### src/rtl/i2s_slave_rx.sv
// Slave-mode I2S / left-justified receiver: the codec drives BCK and LRCK, we oversample
// them with iCLK_18_4 and deliver each complete left/right pair with a one-cycle strobe.
module i2s_slave_rx #(
   parameter int DATA_WIDTH = 16,
   parameter int SLOT_BITS  = 16,
   parameter int I2S_DELAY  = 1,
   parameter int TIMEOUT    = 64
) (
   input  logic                  iCLK_18_4,
   input  logic                  iRST_N,
   input  logic                  iAUD_BCK,
   input  logic                  iAUD_LRCK,
   input  logic                  iAUD_DAT,
   output logic [DATA_WIDTH-1:0] oLEFT,
   output logic [DATA_WIDTH-1:0] oRIGHT,
   output logic                  oVALID,
   output logic                  oFRAME_ERR,
   output logic                  oLOCK
);

   typedef enum logic {HUNT, RUN} state_t;

   localparam int         TO_W    = $clog2(TIMEOUT + 1);
   localparam logic [5:0] DW6     = 6'(DATA_WIDTH);
   localparam logic [5:0] SLOT6   = 6'(SLOT_BITS);
   localparam logic [5:0] CNT_MAX = 6'd63;

   logic [1:0] bck_sync;
   logic [1:0] lrck_sync;
   logic [1:0] dat_sync;
   logic       bck_d2;
   logic       rise_q;
   logic       lrck_q;
   logic       dat_q;

   // LRCK and DAT are registered alongside the detected edge so all three stay aligned.
   // NOTE: sequential state is always written with <=, so every flop samples pre-edge values.
   always_ff @(posedge iCLK_18_4 or negedge iRST_N) begin
      if (!iRST_N) begin
         bck_sync  <= '0;
         lrck_sync <= '0;
         dat_sync  <= '0;
         bck_d2    <= 1'b0;
         rise_q    <= 1'b0;
         lrck_q    <= 1'b0;
         dat_q     <= 1'b0;
      end else begin
         bck_sync  <= {bck_sync[0], iAUD_BCK};
         lrck_sync <= {lrck_sync[0], iAUD_LRCK};
         dat_sync  <= {dat_sync[0], iAUD_DAT};
         bck_d2    <= bck_sync[1];
         rise_q    <= bck_sync[1] & ~bck_d2;
         lrck_q    <= lrck_sync[1];
         dat_q     <= dat_sync[1];
      end
   end

   logic [TO_W-1:0] to_cnt;
   logic            timeout;

   // Fires once when the silence reaches TIMEOUT; a rise in the same cycle wins.
   assign timeout = ~rise_q && (to_cnt == TO_W'(TIMEOUT - 1));

   always_ff @(posedge iCLK_18_4 or negedge iRST_N) begin
      if (!iRST_N)
         to_cnt <= '0;
      else if (rise_q)
         to_cnt <= '0;
      else if (to_cnt != TO_W'(TIMEOUT))
         to_cnt <= to_cnt + TO_W'(1);
   end

   logic lrck_prev;
   logic prev_ok;
   logic boundary;

   // prev_ok keeps the first rise after reset or a lost link from posing as a boundary.
   assign boundary = rise_q & prev_ok & (lrck_q ^ lrck_prev);

   state_t state;
   state_t state_nxt;

   always_ff @(posedge iCLK_18_4 or negedge iRST_N) begin
      if (!iRST_N)
         state <= HUNT;
      else
         state <= state_nxt;
   end

   // NOTE: every always_comb output gets a default first so no path can infer a latch.
   always_comb begin
      state_nxt = state;
      case (state)
         HUNT:    if (boundary) state_nxt = RUN;
         RUN:     if (timeout)  state_nxt = HUNT;
         default: state_nxt = HUNT;
      endcase
   end

   logic take_bit;
   logic close_slot;
   logic open_slot;
   logic first_bit;

   always_comb begin
      take_bit   = 1'b0;
      close_slot = 1'b0;
      open_slot  = boundary;
      first_bit  = boundary && (I2S_DELAY == 0);
      if (state == RUN && rise_q) begin
         take_bit   = ~boundary | (I2S_DELAY != 0);
         close_slot = boundary;
      end
   end

   logic [5:0]            bitcnt;
   logic [5:0]            cnt_app;
   logic [DATA_WIDTH-1:0] shreg;
   logic [DATA_WIDTH-1:0] sh_app;
   logic [DATA_WIDTH-1:0] word;

   // Slot contents after the current bit is appended; short slots are left-aligned on close.
   always_comb begin
      cnt_app = bitcnt;
      sh_app  = shreg;
      if (take_bit) begin
         if (bitcnt < DW6)
            sh_app = {shreg[DATA_WIDTH-2:0], dat_q};
         if (bitcnt != CNT_MAX)
            cnt_app = bitcnt + 6'd1;
      end
      word = (cnt_app < DW6) ? (sh_app << (DW6 - cnt_app)) : sh_app;
   end

   logic                  have_left;
   logic                  left_err;
   logic [DATA_WIDTH-1:0] left_hold;
   logic                  slot_err;
   logic                  close_left;
   logic                  close_right;
   logic                  valid_nxt;
   logic                  ferr_nxt;

   always_comb begin
      slot_err    = (cnt_app != SLOT6);
      close_left  = close_slot & ~lrck_prev;
      close_right = close_slot & lrck_prev;
      valid_nxt   = close_right & have_left;
      ferr_nxt    = (close_slot & slot_err) | (close_right & ~have_left);
   end

   always_ff @(posedge iCLK_18_4 or negedge iRST_N) begin
      if (!iRST_N) begin
         bitcnt     <= '0;
         shreg      <= '0;
         lrck_prev  <= 1'b0;
         prev_ok    <= 1'b0;
         have_left  <= 1'b0;
         left_err   <= 1'b0;
         left_hold  <= '0;
         oLEFT      <= '0;
         oRIGHT     <= '0;
         oVALID     <= 1'b0;
         oFRAME_ERR <= 1'b0;
         oLOCK      <= 1'b0;
      end else begin
         oVALID     <= valid_nxt;
         oFRAME_ERR <= ferr_nxt;

         if (timeout) begin
            bitcnt    <= '0;
            shreg     <= '0;
            prev_ok   <= 1'b0;
            have_left <= 1'b0;
         end else if (rise_q) begin
            lrck_prev <= lrck_q;
            prev_ok   <= 1'b1;
            if (open_slot) begin
               bitcnt <= first_bit ? 6'd1 : 6'd0;
               shreg  <= first_bit ? DATA_WIDTH'(dat_q) : '0;
            end else if (take_bit) begin
               bitcnt <= cnt_app;
               shreg  <= sh_app;
            end
         end

         if (close_left) begin
            left_hold <= word;
            left_err  <= slot_err;
            have_left <= 1'b1;
         end

         // A right word without a preceding left slot is dropped.
         if (close_right) begin
            have_left <= 1'b0;
            if (have_left) begin
               oLEFT  <= left_hold;
               oRIGHT <= word;
            end
         end

         if (timeout | ferr_nxt)
            oLOCK <= 1'b0;
         else if (valid_nxt & ~left_err)
            oLOCK <= 1'b1;
      end
   end

endmodule

### config.mk
export PLATFORM = sky130hd
export DESIGN_NAME = i2s_slave_rx
export DESIGN_NICKNAME = d
export VERILOG_FILES = /design/src/rtl/i2s_slave_rx.sv
export SDC_FILE = /design/constraint.sdc
export NUM_CORES = 1
export LEC_CHECK = 0
export CORE_MARGIN = 2
export CORE_UTILIZATION = 41
export CTS_BUF_LIST = sky130_fd_sc_hd__clkbuf_8
export CTS_CLUSTER_SIZE = 25
export DETAILED_ROUTE_END_ITERATION = 7
export HOLD_SLACK_MARGIN = 0.06
export PLACE_DENSITY = 0.66
export SYNTH_ARGS = -nofsm -noshare
export SYNTH_HDL_FRONTEND = slang
export SYNTH_SLANG_ARGS = --single-unit
### constraint.sdc
create_clock -name iCLK_18_4 -period 5.5 [get_ports iCLK_18_4]
set_input_delay 1.1 -clock iCLK_18_4 [delete_from_list [all_inputs] [get_ports iCLK_18_4]]
set_output_delay 1.1 -clock iCLK_18_4 [all_outputs]
set_load 0.02 [all_outputs]
# Word-level counts from Yosys, hierarchy flattened
# Index checks and enable logic that the tools add are counted.
# totals
wordCells,87
regBits,95
in_bits,5
output_inout_bits,35
# classes
muxes,27
n_addsub,3
order_cmp,2
shift,1
n_bitwise,19
eq_ne,4
reduce_logical,10
# ops
operator,n
$mux 16,7
$mux 6,6
$shl 16x6->16,1
$mux 7,2
$lt 6x5->1 const B,2
$mux 1,11
$and 1x1->1,9
$add 7x1->7 const B,1
$eq 7x6->1 const B,1
$ne 7x7->1 const B,1
$not 1->1,7
$add 6x1->6 const B,1
$ne 6x5->1 const B,1
$ne 6x6->1 const B,1
$reduce_and 2->1,3
$reduce_bool 2->1,3
$reduce_bool 3->1,2
$sub 5x6->6 const A,1
$logic_and 1x1->1,2
$or 1x1->1,2
$pmux 1 s2,1
$xor 1x1->1,1

# Longest topological paths before layout
# Gate-level depths: netlist of the first run.
# depth
depth_word,8
mapped_depth,14

# Worst setup path before layout of the first run
# Ideal clock, no wire load.
# synth_path
path_type,flip-flop to flip-flop
start,register bitcnt[1]
end,register left_hold[14]
stages_incl_launch_ff,14
period_less_slack_ns,3.637
arrival_ns,3.512
setup_time_ns,0.125
required_time_ns,5.375
slack_ns,1.863
cell_sequence,dfrtp_1 ha_1 and3_4 buf_6 a21oi_1 mux2i_1 ha_1 clkbuf_1 xnor2_1 clkbuf_1 mux4_2 a21oi_2 o221ai_2 mux2_4
# synth_between
elab_chain_cells,6
word_cells_on_any_way,11
classes_between,add/sub (2); order compare (2); eq/ne (1); shift (1); mux (5)
# synth_lines
element,line_no,text
start: declaration,116,logic [5:0] bitcnt;
start signal: assignment,179,bitcnt <= first_bit ? 6'd1 : 6'd0;
start signal: assignment,182,bitcnt <= cnt_app;
$add 6x1->6 or $ne 6x6->1 (tied branches),"130, 129",
$mux 6,129,if (bitcnt != CNT_MAX)
$mux 6,126,if (take_bit) begin
$sub 5x6->6,132,word = (cnt_app < DW6) ? (sh_app << (DW6 - cnt_app)) : sh_app;
$shl 16x6->16,132,
$mux 16 *,132,
end signal: assignment,188,left_hold <= word;
end: declaration,137,logic [DATA_WIDTH-1:0] left_hold;
# Every way passes the cells marked *; elsewhere a longest branch is shown, timed or not.
# A chain may end at the register's enable or synchronous reset.

# Final worst setup path of the first run
# layout_path
start,register rise_q
end,register oRIGHT[10]
# layout_between
elab_chain_cells,6
word_cells_on_any_way,13
classes_between,add/sub (1); order compare (1); shift (1); mux (5); bitwise (3); reduce/logical (2)
# layout_lines
element,line_no,text
start: declaration,32,logic rise_q;
start signal: assignment,52,rise_q <= bck_sync[1] & ~bck_d2;
$logic_and 1x1->1,110,if (state == RUN && rise_q) begin
$mux 1,110,
$mux 6,126,
$sub 5x6->6,132,
$shl 16x6->16,132,
$mux 16,132,
end signal: assignment,198,oRIGHT <= word;
end: declaration,15,"output logic [DATA_WIDTH-1:0] oRIGHT,"
# Parallel ways exist; a longest one is shown, timed or not.

==> flow_summary.json, run 1 <==
{
  "grtUsageTotal_pct": 19.3,
  "grt_start_max_net_pins": 62,
  "overflow": 0,
  "cts_setup_buffers": 0,
  "cts_tree": "yes",
  "layout_commonest_cell": "dfrtp_1",
  "max-vdd-ir-drop_mv": 0.156,
  "synth_nets": 528,
  "synth_area_um2": 5180,
  "place_hpwl_um": 8880,
  "finalWirelength_um": 12700,
  "drv_slew": 0,
  "crit_path_start_kind": "flop",
  "syn_area_per_cell_um2": 9.98,
  "cts_resized": 0,
  "ys_seq_area_share_pct": 45.9,
  "fin_nets": 544,
  "globalplace.congestion": 0.866,
  "wl_per_cell_um": 17.8,
  "root_buffer": "clkbuf_8",
  "clk_pin_slew_ps": 100,
  "drc": 0,
  "drtIter0Drc": 261,
  "fin_crit_ps": 4040,
  "end_kind": "flop",
  "timing.fmax_mhz": 247,
  "io_pins": 40,
  "port_buffers": 39,
  "die_x_um": 116,
  "place_inst": 696,
  "hold_violations": 0,
  "start_util_pct": 41.6,
  "antenna_found_initial": 0,
  "ys_ff_latch": 95,
  "clock_skew_ps": 11.5,
  "drive_gt1_share_pct": 14.4,
  "path_max_fanout": 17,
  "final_cell_mix": "dfrtp_1 (95), nor2_1 (56), a21oi_1 (54)",
  "clock_latency_ps": 380,
  "setup_viol": 0,
  "via_per_inst": 5.78,
  "slowest_delay_ps": 680,
  "synthFlopType": "dfrtp_1",
  "drv_cap": 0,
  "die_y_um": 116,
  "ant_nets": 0,
  "grt_pass1_vias": 3888,
  "crit_family": "simple AND/OR/NAND/NOR gates",
  "grt_pass1_wl_um": 20300,
  "cts_made_buffers": 9,
  "crit_arrival_ps": 4260,
  "synthArstFlopShare_pct": 100,
  "hold_class": "flop to flop",
  "postCtsHoldBufs": 0,
  "instances_no_fill": 712,
  "worstSetupPathType": "flop to flop",
  "required_ps": 5720,
  "fp.coreArea_um2": 12500,
  "power_density_nw_per_um2": 453,
  "synthCells": 519,
  "vias": 4112,
  "min_period_over_period_pct": 73.5,
  "htree_levels": 3,
  "rows": 41,
  "path_cells": "nand2_2 -> a21oi_1 -> mux2i_1 -> ha_1 -> clkinv_1 -> mux2i_1 -> nor3_1 -> nor4_1 -> a21oi_1",
  "cts_sinks": 95,
  "leakage_nw": 2.39,
  "slowest_stage": "dfrtp_1",
  "clockBufferDepth": 2,
  "num_antenna_cells": 0,
  "synth_edf_count": 0,
  "synth_cell_types": 69,
  "cp_num_buf_inv": 1,
  "syn2layout_area_growth_pct": 13.0,
  "rsz0062_at_grt": "false",
  "outcome": "finished, final reports clean",
  "dieArea_um2": 13500,
  "dr.pass1.iters": 5,
  "tns_ps": 0,
  "slew_headroom_pct": 29.6,
  "worst_slew_pin_slew_ps": 1050,
  "ys.warnings.count": 0
}
==> cell families after synthesis <==
logic type,share of synthesized area (%)
AO/OA/AOI/OAI,20.5
XOR/XNOR,1.67
adder cells (fa/ha/maj),0.966
buffers and inverters,4.06
flip-flops,45.9
multiplexers,10.8
AND/OR/NAND/NOR,16.2
==> synthesized netlist by cell type, types with 3 or more instances <==
cell type,number,area [µm²]
dfrtp_1,95,2380
nor2_1,58,218
a21oi_1,54,270
nand2_1,41,154
mux2_2,25,282
clkbuf_1,22,82.6
or3_1,16,100
a22o_1,15,131
mux2i_1,15,150
nand3_1,13,65.1
buf_2,12,60.1
nor3_1,12,60.1
a21o_1,7,52.6
o221ai_1,7,61.3
nand2b_1,6,37.5
o211ai_1,6,45.0
inv_1,5,18.8
o21ai_0,5,25.0
xnor2_1,5,43.8
a211oi_1,4,30.0
a31oi_1,4,25.0
and2_1,4,25.0
ha_1,4,50.1
mux2_4,4,60.1
o221a_2,4,45.0
o22a_1,4,35.0
a221oi_1,3,26.3
and3_1,3,18.8
buf_6,3,33.8
mux4_2,3,67.6
nand4_1,3,18.8
nor4_1,3,18.8
o2111ai_1,3,26.3
o221a_1,3,33.8
xor2_1,3,26.3
==> report_power, final <==
part           switching [mW]  leakage (nW)  internal, mW
logic                   0.654          1.06         0.515
registers               0.114          1.23         0.869
clock network           0.271         0.105         0.230
total                    1.04          2.39          1.61
==> metrics by stage <==
| stage | power [mW] | hold slack (ps) | util, % | setup WS (ps) | instance area, µm² |
|---|---|---|---|---|---|
| 2_1_floorplan | 1.78 | 331 | - | 1860 | 5180 |
| 3_3_place_gp | 2.14 | 336 | 45.3 | 1680 | 5640 |
| 3_5_place_dp | 2.16 | 336 | 45.3 | 1510 | 5640 |
| 4_1_cts | 2.67 | 362 | 47.0 | 1490 | 5860 |
| 5_1_grt | 2.82 | 370 | 47.0 | 1020 | 5860 |
| 6_report | 2.65 | 358 | 47.0 | 1460 | 5860 |
==> flip-flops by register name, summed over array words and instances, names as in the netlist, 2 cells and up <==
name / cells
oLEFT: 16
shreg: 16
oRIGHT: 16
bck_sync: 2
left_hold: 16
bitcnt: 6
lrck_sync: 2
to_cnt: 7
dat_sync: 2
==> worst paths after layout <==
| check | from | endpoint | slack, ps | cells past startpoint |
|---|---|---|---|---|
| worst max-delay path | rise_q$_DFF_PN0_ | oRIGHT[10]$_DFFE_PN0P_ | 1460 | 9 |
| worst min-delay path | lrck_sync[0]$_DFF_PN0_ | lrck_sync[1]$_DFF_PN0_ | 360 | 0 |
| worst max register to register | rise_q$_DFF_PN0_ | oRIGHT[10]$_DFFE_PN0P_ | 1460 | 9 |
| worst min register to register | lrck_sync[0]$_DFF_PN0_ | lrck_sync[1]$_DFF_PN0_ | 360 | 0 |
| max in group asynchronous | iRST_N | lrck_prev$_DFFE_PN0P_ | 3730 | 2 |
| min in group asynchronous | iRST_N | shreg[8]$_DFFE_PN0P_ | 650 | 1 |
==> routing by layer <==
layer  part of all wire [%]  track usage, %
met3                    4.1            3.63
met2                     49            31.4
met1                     45            25.7
met5                      0               0
met4                    2.2            7.06
==> area by class of cell <==
class | instances | area [µm²]
clock buffer | 10 | 138
tap | 172 | 215
inverter | 6 | 22.5
fill | 1148 | 6610
multi-input combinational | 379 | 2600
timing repair buffer | 44 | 425
clock inverter | 6 | 75.1
sequential | 95 | 2380
==> worst reg2reg max path: stages (launching register included) <==
cell and delay, ps:
dfrtp_1 680, nand2_2 330, a21oi_1 390, mux2i_1 340, ha_1 550, clkinv_1 650, mux2i_1 420, nor3_1 80
nor4_1 350, a21oi_1 120
Note: power is estimated with default switching activity, not from simulation.
==> run 2, diff against run 1 <==
Clock period 5.5 ns to 4.1 ns, I/O delays scaled along.
==> run 2 against run 1 <==
Compared with the run above:
- critical path depth rose by 2
- first-iteration DRC count is 23% lower
- final area grew 0.45%
- maximum frequency is 9.1% higher
- via count decreased by 0.68%
- clock power grew 15%
- register-to-register slack worse by 1100 ps
- clock-buffer cell count fell by 1
- power is 31% higher
- sequential share of layout area shrank 0.18 points
- largest cell class unchanged
- largest power group unchanged
- highest routed layer unchanged
==> flow_summary.json, run 2 (synthesis results as in run 1) <==
{
  "outcome": "finished, final reports clean",
  "rows": 41,
  "cts_sinks": 95,
  "end_kind": "flop",
  "antenna_found_initial": 0,
  "ant_nets": 0,
  "max-vdd-ir-drop_mv": 0.264,
  "hold_violations": 0,
  "fp.coreArea_um2": 12500,
  "cp_num_buf_inv": 0,
  "crit_arrival_ps": 4020,
  "slowest_stage": "dfrtp_1",
  "clock_latency_ps": 370,
  "postCtsHoldBufs": 0,
  "crit_path_start_kind": "flop",
  "rsz0062_at_grt": "false",
  "die_x_um": 116,
  "r2r-start": "bitcnt[1]$_DFFE_PN0P_",
  "path_max_fanout": 12,
  "fin_crit_ps": 3710,
  "worstSetupPathType": "flop to flop",
  "port_buffers": 39,
  "clk_pin_slew_ps": 100,
  "whs_path_depth": 0,
  "dieArea_um2": 13500,
  "reg2reg_to": "oRIGHT[13]$_DFFE_PN0P_",
  "start_util_pct": 41.6,
  "place_hpwl_um": 8920,
  "crit_family": "compound AO/OA/AOI/OAI gates",
  "gr-usage-met2_pct": 30.5,
  "syn2layout_area_growth_pct": 13.6,
  "leakage_nw": 2.40,
  "power.share.switching_pct": 39.5,
  "p_sw_mw": 1.38,
  "io_pins": 40,
  "slew_headroom_pct": 36.8,
  "globalRoute.busiestLayer": "met2",
  "cts_setup_buffers": 0,
  "ff2ff_path_depth": 11,
  "grt_pass1_vias": 3905,
  "required_ps": 4420,
  "grt_start_max_net_pins": 71,
  "clock_skew_ps": 7.62,
  "cts_made_buffers": 9,
  "vias": 4084,
  "die_y_um": 116,
  "rrSetupSlack_ps": 390,
  "globalplace.congestion": 0.911,
  "place_area_um2": 5690,
  "p_comb_share_pct": 45.8,
  "layout_commonest_cell": "dfrtp_1",
  "drtIter0Drc": 202,
  "via_per_inst": 5.69,
  "htree_levels": 3,
  "wl_per_cell_um": 17.2,
  "drc": 0,
  "grt_pass1_wl_um": 20200,
  "setup_viol": 0,
  "internal_power_mw": 2.11,
  "dr.pass1.iters": 5,
  "final_area_um2": 5880,
  "pre_cts_ws_ps": 368,
  "drive_gt1_share_pct": 15.4,
  "grtUsageTotal_pct": 19.2,
  "use_met3_pct": 3.63,
  "tns_ps": 0,
  "num_antenna_cells": 0,
  "power_density_nw_per_um2": 593,
  "root_buffer": "clkbuf_8",
  "overflow": 0,
  "hold_class": "flop to flop",
  "drv_cap": 0,
  "min-delay-start": "dat_sync[1]$_DFF_PN0_",
  "min_to": "dat_q$_DFF_PN0_",
  "finalWirelength_um": 12300,
  "setup_ws_ps": 395,
  "grt_use_met1_pct": 26.5,
  "path_cells": "ha_1 -> and3_4 -> a21oi_1 -> mux2i_1 -> ha_2 -> xnor2_1 -> mux2i_1 -> a221oi_1 -> o211ai_1 -> a221oi_1 -> o22a_1",
  "p_clk_share_pct": 16.5,
  "slowest_delay_ps": 470,
  "worst_slew_pin_slew_ps": 945,
  "clockBufferDepth": 2,
  "drv_slew": 0,
  "cts_tree": "yes",
  "final_cell_mix": "dfrtp_1 (95), nor2_1 (56), a21oi_1 (54)",
  "seqPwrFrac_pct": 37.7,
  "timing.fmax_mhz": 270,
  "fin_nets": 550,
  "final_util_pct": 47.2,
  "min_period_over_period_pct": 90.4
}
run 2: cell types whose count changed in the layout (fill, tap and decap cells not counted), sizes merged:
| cell | delta |
|---|---|
| clkbuf | -1 |
| buf | +6 |
| clkinv | +1 |
| clkinvlp | +1 |
| bufinv | -1 |
run 2: through the flow:
| step | power [mW] | instances | hold slack, ps |
|---|---|---|---|
| 2_1_floorplan | 2.39 | 519 | 331 |
| 3_3_place_gp | 2.88 | 702 | 333 |
| 3_5_place_dp | 2.92 | 702 | 339 |
| 4_1_cts | 3.49 | 718 | 365 |
| 5_1_grt | 3.72 | 718 | 367 |
| 6_report | 3.49 | 718 | 360 |
run 2: how the worst max path moves through the flow:
| stage | startpoint | to | slack [ps] | depth (start not counted) |
|---|---|---|---|---|
| after global routing | bitcnt[1]$_DFFE_PN0P_ | oRIGHT[13]$_DFFE_PN0P_ | 40 | 11 |
| final | bitcnt[1]$_DFFE_PN0P_ | oRIGHT[13]$_DFFE_PN0P_ | 390 | 11 |
| after detailed placement | bitcnt[1]$_DFFE_PN0P_ | oRIGHT[13]$_DFFE_PN0P_ | 370 | 11 |
| after global placement | bitcnt[1]$_DFFE_PN0P_ | oRIGHT[11]$_DFFE_PN0P_ | 580 | 11 |
| after floorplan | bitcnt[1]$_DFFE_PN0P_ | left_hold[14]$_DFFE_PN0P_ | 460 | 13 |
| after CTS | bitcnt[1]$_DFFE_PN0P_ | oRIGHT[13]$_DFFE_PN0P_ | 330 | 11 |
run 2: power by group through the flow:
stage	registers (mW)	logic (mW)	clock network, mW
final	1.31	1.60	0.575
after global routing	1.35	1.75	0.629
after CTS	1.32	1.58	0.593
after detailed placement	1.33	1.58	0
after global placement	1.32	1.56	0
after floorplan	1.44	0.945	0
run 2: routing by layer:
metal  share of wire, %  vias to the layer above
li1                   -                     1954
met1                 46                     2026
met2                 49                       85
met3                3.1                       19
met4                2.0                        0
met5                  0                        -
run 2: layout make-up:
type	count	area [µm²]
inverters	6	22.5
clock inverters	7	56.3
clock buffers	9	124
flip-flops and latches	95	2380
fillers	1182	6580
multi-input cells	379	2620
well taps	172	215
repair buffers	50	470
run 2: repair_timing:
action	4_1_cts	5_1_grt
setup endpoints to repair	0	3
hold endpoints to repair	0	0
resized for setup	0	2
run 2: worst register-to-register path: stages (launching register included):
cell,delay [ps]
dfrtp_1,470
ha_1,260
and3_4,240
a21oi_1,340
mux2i_1,360
ha_2,380
xnor2_1,290
mux2i_1,150
a221oi_1,420
o211ai_1,140
a221oi_1,400
o22a_1,200
